### src/rtl/lzd_pkg.sv
// Shared definitions for the leading-zero detect / denormalize datapath.
package lzd_pkg;

  typedef enum logic [1:0] {
    StIdle  = 2'd0,
    StShift = 2'd1,
    StDone  = 2'd2
  } lzd_state_t;

  // Width of a leading-zero count able to represent 0..width inclusive.
  function automatic int unsigned lzc_width(input int unsigned width);
    return $clog2(width + 1);
  endfunction

endpackage

### src/rtl/lz_denorm_if.sv
// Input/output valid-ready bundle of the denormalizer.
interface lz_denorm_if
  import lzd_pkg::*;
#(
  parameter int unsigned WIDTH = 16,
  parameter int unsigned CW    = lzc_width(WIDTH)
) ();

  logic             in_valid;
  logic             in_ready;
  logic [WIDTH-1:0] in_mant;
  logic [CW-1:0]    in_lzc;
  logic             in_nz;
  logic             out_valid;
  logic             out_ready;
  logic [WIDTH-1:0] out_data;

  // Producer/consumer side (environment).
  modport master (
    output in_valid, in_mant, in_lzc, in_nz, out_ready,
    input  in_ready, out_valid, out_data
  );

  // Denormalizer side.
  modport slave (
    input  in_valid, in_mant, in_lzc, in_nz, out_ready,
    output in_ready, out_valid, out_data
  );

endinterface

### src/rtl/lz_denorm_shr_step.sv
// One iteration of the denormalizing shift: up to two bit positions per call.
module shr_step
  import lzd_pkg::*;
#(
  parameter int unsigned WIDTH = 16,
  parameter int unsigned CW    = lzc_width(WIDTH)
) (
  input  logic [WIDTH-1:0] data_i,
  input  logic [CW-1:0]    rem_i,
  output logic [WIDTH-1:0] data_o,
  output logic [CW-1:0]    rem_o
);

  // Shift by 2 while at least 2 remain, by 1 for the odd tail, else pass through.
  always_comb begin
    data_o = data_i;
    rem_o  = rem_i;
    if (rem_i >= CW'(2)) begin
      data_o = data_i >> 2;
      rem_o  = rem_i - CW'(2);
    end else if (rem_i == CW'(1)) begin
      data_o = data_i >> 1;
      rem_o  = '0;
    end
  end

endmodule

### src/rtl/lz_denorm.sv
// Iterative denormalizer: restores a fixed-point value from mantissa + leading-zero count.
module lz_denorm
  import lzd_pkg::*;
#(
  parameter int unsigned WIDTH = 16,
  parameter int unsigned CW    = lzc_width(WIDTH)
) (
  input  logic        clk,
  input  logic        rst_n,
  lz_denorm_if.slave  bus_io
);

  lzd_state_t       state_q, state_d;
  logic [WIDTH-1:0] data_q, data_d;
  logic [CW-1:0]    rem_q, rem_d;
  logic [WIDTH-1:0] step_data;
  logic [CW-1:0]    step_rem;

  shr_step #(
    .WIDTH (WIDTH),
    .CW    (CW)
  ) u_shr_step (
    .data_i (data_q),
    .rem_i  (rem_q),
    .data_o (step_data),
    .rem_o  (step_rem)
  );

  // Outputs depend on registered state only, so there is no input-to-output path.
  always_comb begin
    bus_io.in_ready  = (state_q == StIdle);
    bus_io.out_valid = (state_q == StDone);
    bus_io.out_data  = data_q;
  end

  // Next-state and datapath update.
  always_comb begin
    state_d = state_q;
    data_d  = data_q;
    rem_d   = rem_q;
    unique case (state_q)
      StIdle: begin
        if (bus_io.in_valid) begin
          data_d = bus_io.in_mant;
          rem_d  = bus_io.in_lzc;
          // A zero value or a count that shifts everything out yields zero at once.
          if (!bus_io.in_nz || (bus_io.in_lzc >= CW'(WIDTH))) begin
            data_d  = '0;
            state_d = StDone;
          end else if (bus_io.in_lzc == '0) begin
            state_d = StDone;
          end else begin
            state_d = StShift;
          end
        end
      end
      StShift: begin
        data_d = step_data;
        rem_d  = step_rem;
        if (step_rem == '0) begin
          state_d = StDone;
        end
      end
      StDone: begin
        if (bus_io.out_ready) begin
          state_d = StIdle;
        end
      end
      default: begin
        state_d = StIdle;
      end
    endcase
  end

  // State and datapath registers.
  always_ff @(posedge clk or negedge rst_n) begin
    if (!rst_n) begin
      state_q <= StIdle;
      data_q  <= '0;
      rem_q   <= '0;
    end else begin
      state_q <= state_d;
      data_q  <= data_d;
      rem_q   <= rem_d;
    end
  end

endmodule
### src/flat_wrapper.sv
// flat-port wrapper written by rule: the top's interface ports become plain ports
module lz_denorm_flat import lzd_pkg::*;
#(
  parameter int unsigned WIDTH = 16,
  parameter int unsigned CW    = lzc_width(WIDTH)
)
  (clk, rst_n, bus_io_in_valid, bus_io_in_mant, bus_io_in_lzc, bus_io_in_nz, bus_io_out_ready, bus_io_in_ready, bus_io_out_valid, bus_io_out_data);
  lz_denorm_if #(.WIDTH(WIDTH), .CW(CW)) bus_io_i ();
  input  logic clk;
  input  logic rst_n;
  input wire logic [$bits(bus_io_i.in_valid)-1:0] bus_io_in_valid;
  input wire logic [$bits(bus_io_i.in_mant)-1:0] bus_io_in_mant;
  input wire logic [$bits(bus_io_i.in_lzc)-1:0] bus_io_in_lzc;
  input wire logic [$bits(bus_io_i.in_nz)-1:0] bus_io_in_nz;
  input wire logic [$bits(bus_io_i.out_ready)-1:0] bus_io_out_ready;
  output wire logic [$bits(bus_io_i.in_ready)-1:0] bus_io_in_ready;
  output wire logic [$bits(bus_io_i.out_valid)-1:0] bus_io_out_valid;
  output wire logic [$bits(bus_io_i.out_data)-1:0] bus_io_out_data;
  assign bus_io_i.in_valid = bus_io_in_valid;
  assign bus_io_i.in_mant = bus_io_in_mant;
  assign bus_io_i.in_lzc = bus_io_in_lzc;
  assign bus_io_i.in_nz = bus_io_in_nz;
  assign bus_io_i.out_ready = bus_io_out_ready;
  assign bus_io_in_ready = bus_io_i.in_ready;
  assign bus_io_out_valid = bus_io_i.out_valid;
  assign bus_io_out_data = bus_io_i.out_data;
  lz_denorm #(.WIDTH(WIDTH), .CW(CW)) u_core (.clk(clk), .rst_n(rst_n), .bus_io(bus_io_i));
endmodule
### config.mk
export PLATFORM = sky130hd
export DESIGN_NAME = lz_denorm_flat
export DESIGN_NICKNAME = d
export VERILOG_FILES = /design/src/rtl/lzd_pkg.sv /design/src/rtl/lz_denorm_if.sv /design/src/rtl/lz_denorm_shr_step.sv /design/src/rtl/lz_denorm.sv /design/src/flat_wrapper.sv
export SDC_FILE = /design/constraint.sdc
export NUM_CORES = 1
export LEC_CHECK = 0
export ABC_AREA = 1
export ABC_CLOCK_PERIOD_IN_PS = 1700
export BUFFER_PORTS_ARGS = -buffer_cell sky130_fd_sc_hd__buf_4
export CAP_MARGIN = 20
export CORE_AREA = 2 2 59 67
export CTS_CLUSTER_SIZE = 40
export DETAILED_ROUTE_END_ITERATION = 7
export DIE_AREA = 0 0 61 69
export GPL_TIMING_DRIVEN = 0
export PLACE_DENSITY = 0.73
export SETUP_SLACK_MARGIN = 0.15
export SLEW_MARGIN = 20
export SYNTH_ARGS = -nofsm -noshare
export SYNTH_HDL_FRONTEND = slang
export SYNTH_SLANG_ARGS = --single-unit
### constraint.sdc
create_clock -name clk -period 1.7 [get_ports clk]
set_clock_uncertainty 0.2 [all_clocks]
set_input_delay 0.085 -clock clk [delete_from_list [all_inputs] [get_ports clk]]
set_output_delay 0.085 -clock clk [all_outputs]
set_load 0.05 [all_outputs]
==> results.yml <==
grt:
  grt_max_degree: 24
  grt_pass1_wl_mm: 7.82
  grtUsageTotal: 0.239
  grt_pass1_vias: 1764
  antenna_found_initial: 0
  grt.overflow.total: 0
worst_setup_path:
  start_kind: "flop"
  crit_type: "flop to flop"
  cp_num_buf_inv: 3
  critPathMostFrequentCell: "nand2_1"
  end_kind: "flop"
  reg2reg_depth: 11
  crit_required_ns: 1.67
  slowest_delay_ns: 0.42
  worst_path_dominant_cell_family: "flip-flops"
  cpMaxStageDelayCell: "dfrtp_1"
  cp.arrival_ns: 1.81
  cp_max_fo: 7
  path_cells: "inv_2, ha_4, nand2_4, nor2_4, nand2_2, buf_8, clkbuf_16, o211ai_1, nand2_1, nand2_1, o21ai_2"
  path_depth: 11
cells_and_area:
  stdcell_count: 353
  multi_input_area_um2: 895
  drive_above_1_share: 0.363
  register_area_um2: 576
  synthToLayoutAreaGrowth_pct: 56.1
  utilization: 0.704
  antennaDiodeCount: 0
  final_nets: 331
  fillers: 293
logic_synthesis:
  syn_inst: 218
  syn_avg_cell_area_um2: 7.32
  syn-num-nets: 245
  syn_area_um2: 1600
  ys_seq_area_frac: 0.361
  yosysUniqueCellTypes: 26
  ys_ff_latch: 23
  ys.warnings.count: 0
placed_design:
  portBuffers: 43
  placed_cells: 311
  globalplace.congestion: 0.858
  place_hpwl_mm: 2.98
  dp_slack_ns: -0.230
clock_network:
  cts_sinks: 23
  cts_tree: "built"
  cts_buffers: 3
  insertion_delay_ns: 0.27
  clock_path_buffers: 2
  cts.clk_slew.worst_paths_ns: 0.09
  root_buffer: "clkbuf_8"
  ctsHtreeMaxLevel: 1
floorplan:
  die_h_um: 69
  core_area_um2: 3540
  dieArea_um2: 4210
  num_io_pins: 44
  initial_core_util: 0.451
  die_w_um: 61
  rows: 23
timing:
  tightest_slew_ns: 0.314
  drv_slew: 0
  worst_slack_ns: -0.144
  fin_crit_ns: 1.84
  finalSetupViolations: 18
  slew_headroom: 0.791
  rsz0062_at_grt: "yes"
  period_share: 1.08
  max_freq_mhz: 542
  hold_viol: 0
routing:
  first_pass_iters: 4
  ant_nets: 0
  drtIter0Drc: 83
  vias: 1728
  drt_wl_total_mm: 4.68
  drc: 0
  wl_per_cell_um: 13.3
  vias_per_cell: 4.90
outcome:
  status: "finished with violations"
  violations: "setup timing"
pwr:
  power_density_nw_per_um2: 1940
  irDropWorstVdd_v: 0.00108
  power.leakage_nw: 1.29
  total_power_mw: 4.85
job:
  maxCapViolCount: 0
min_path:
  hold_class: "input port to asynchronous set/reset pin"
==> sequential cells by signal (all words and copies together) (netlist names) <==
name,cells
u_core.bus_io.out_data,16
u_core.rem_q,5
u_core.state_q,2
==> cells in the final DEF, fill, tap and decap left out, types with 2 or more instances in the layout <==
| cell type | n |
|---|---|
| nor2_2 | 4 |
| nor3_1 | 2 |
| o221ai_1 | 2 |
| nand2_1 | 76 |
| o21ai_2 | 15 |
| dlygate4sd3_1 | 25 |
| o21ai_0 | 6 |
| nor2_1 | 11 |
| nand4_1 | 2 |
| buf_6 | 3 |
| buf_8 | 4 |
| nor2_4 | 3 |
| nand2_2 | 5 |
| o22ai_1 | 3 |
| clkbuf_8 | 3 |
| buf_4 | 54 |
| inv_1 | 21 |
| o211ai_1 | 12 |
| nand3_1 | 6 |
| inv_2 | 7 |
| dfrtp_1 | 23 |
==> Yosys cell counts <==
cell      count  area [um^2]
o31ai_1       1         7.51
o22ai_1       3         18.8
nand2_8       1         20.0
ha_1          1         12.5
nand2_1      81          304
o21ai_2      15          131
o211ai_1     12         90.1
nor2_1       16         60.1
buf_6         6         67.6
nand4_1       2         12.5
inv_2         7         26.3
buf_2         2         10.0
nand2_2       1         6.26
o21a_4        1         15.0
inv_1        21         78.8
nor2_8        1         20.0
nand3_1       7         35.0
nor3_1        3         15.0
a21oi_1       1         5.00
nor2_2        1         6.26
nor2_4        1         11.3
inv_4         1         6.26
dfrtp_1      23          576
xor2_1        1         8.76
o221ai_1      2         17.5
o21ai_0       7         35.0
==> where the power goes <==
| group | leakage, nW | internal, mW | switching, mW | total, mW |
|---|---|---|---|---|
| Combinational | 0.959 | 1.31 | 2.13 | 3.44 |
| Sequential | 0.303 | 0.797 | 0.255 | 1.05 |
| Clock | 0.0255 | 0.164 | 0.189 | 0.353 |
| Total | 1.29 | 2.27 | 2.58 | 4.85 |
==> cells by family after synthesis <==
kind of cell | Yosys count | synth area share
simple gates | 114 | 0.307
compound gates | 42 | 0.201
buf+inv | 37 | 0.118
flops | 23 | 0.361
xor+xnor | 1 | 0.00549
fa+ha+maj | 1 | 0.00784
==> stage by stage <==
stage / TNS, ns / hold slack [ns] / cell area, um^2
2_1_floorplan: -0.574 / -0.411 / 1620
3_3_place_gp: -3.30 / -0.198 / 2000
3_5_place_dp: -3.66 / -0.197 / 2000
4_1_cts: -1.29 / 0.0445 / 2440
5_1_grt: -3.68 / 0.0866 / 2490
6_report: -2.12 / 0.0426 / 2490
==> per-layer routing <==
layer / part of all wire / up-vias / wire (um) / global-route usage
li1: - / 875 / - / -
met3: 0.040 / 10 / 185 / 0.0281
met5: 0 / - / 0 / 0
met1: 0.41 / 795 / 1910 / 0.291
met2: 0.53 / 48 / 2500 / 0.409
met4: 0.018 / 0 / 82 / 0.101
==> worst paths after layout <==
path | from | to | slack, ns
max | u_core.rem_q[2] | u_core.bus_io.out_data[13] | -0.14
min | rst_n | u_core.bus_io.out_data[11] | 0.04
max reg2reg | u_core.rem_q[2] | u_core.bus_io.out_data[13] | -0.14
min reg2reg | u_core.bus_io.out_data[0] | u_core.bus_io.out_data[0] | 0.31
max in group asynchronous | rst_n | u_core.state_q[1] | 1.02
min in group clk | u_core.bus_io.out_data[0] | u_core.bus_io.out_data[0] | 0.31
==> final cells by class <==
cell class | count | share of cell area
Inverter | 29 | 0.0447
Clock buffer | 3 | 0.0166
Tap cell | 50 | 0.0251
Sequential cell | 23 | 0.231
Timing Repair Buffer | 81 | 0.283
Multi-Input combinational cell | 158 | 0.359
Buffer | 8 | 0.0392
Clock inverter | 1 | 0.00201
==> repair_timing <==
item,4_1_cts,5_1_grt
resized for setup,12,9
hold endpoints to repair,46,0
hold buffers,25,0
pin swaps,7,11
setup endpoints to repair,20,23
gates cloned,1,1
buffers inserted,11,0
Power figures use the tool's default switching activity.
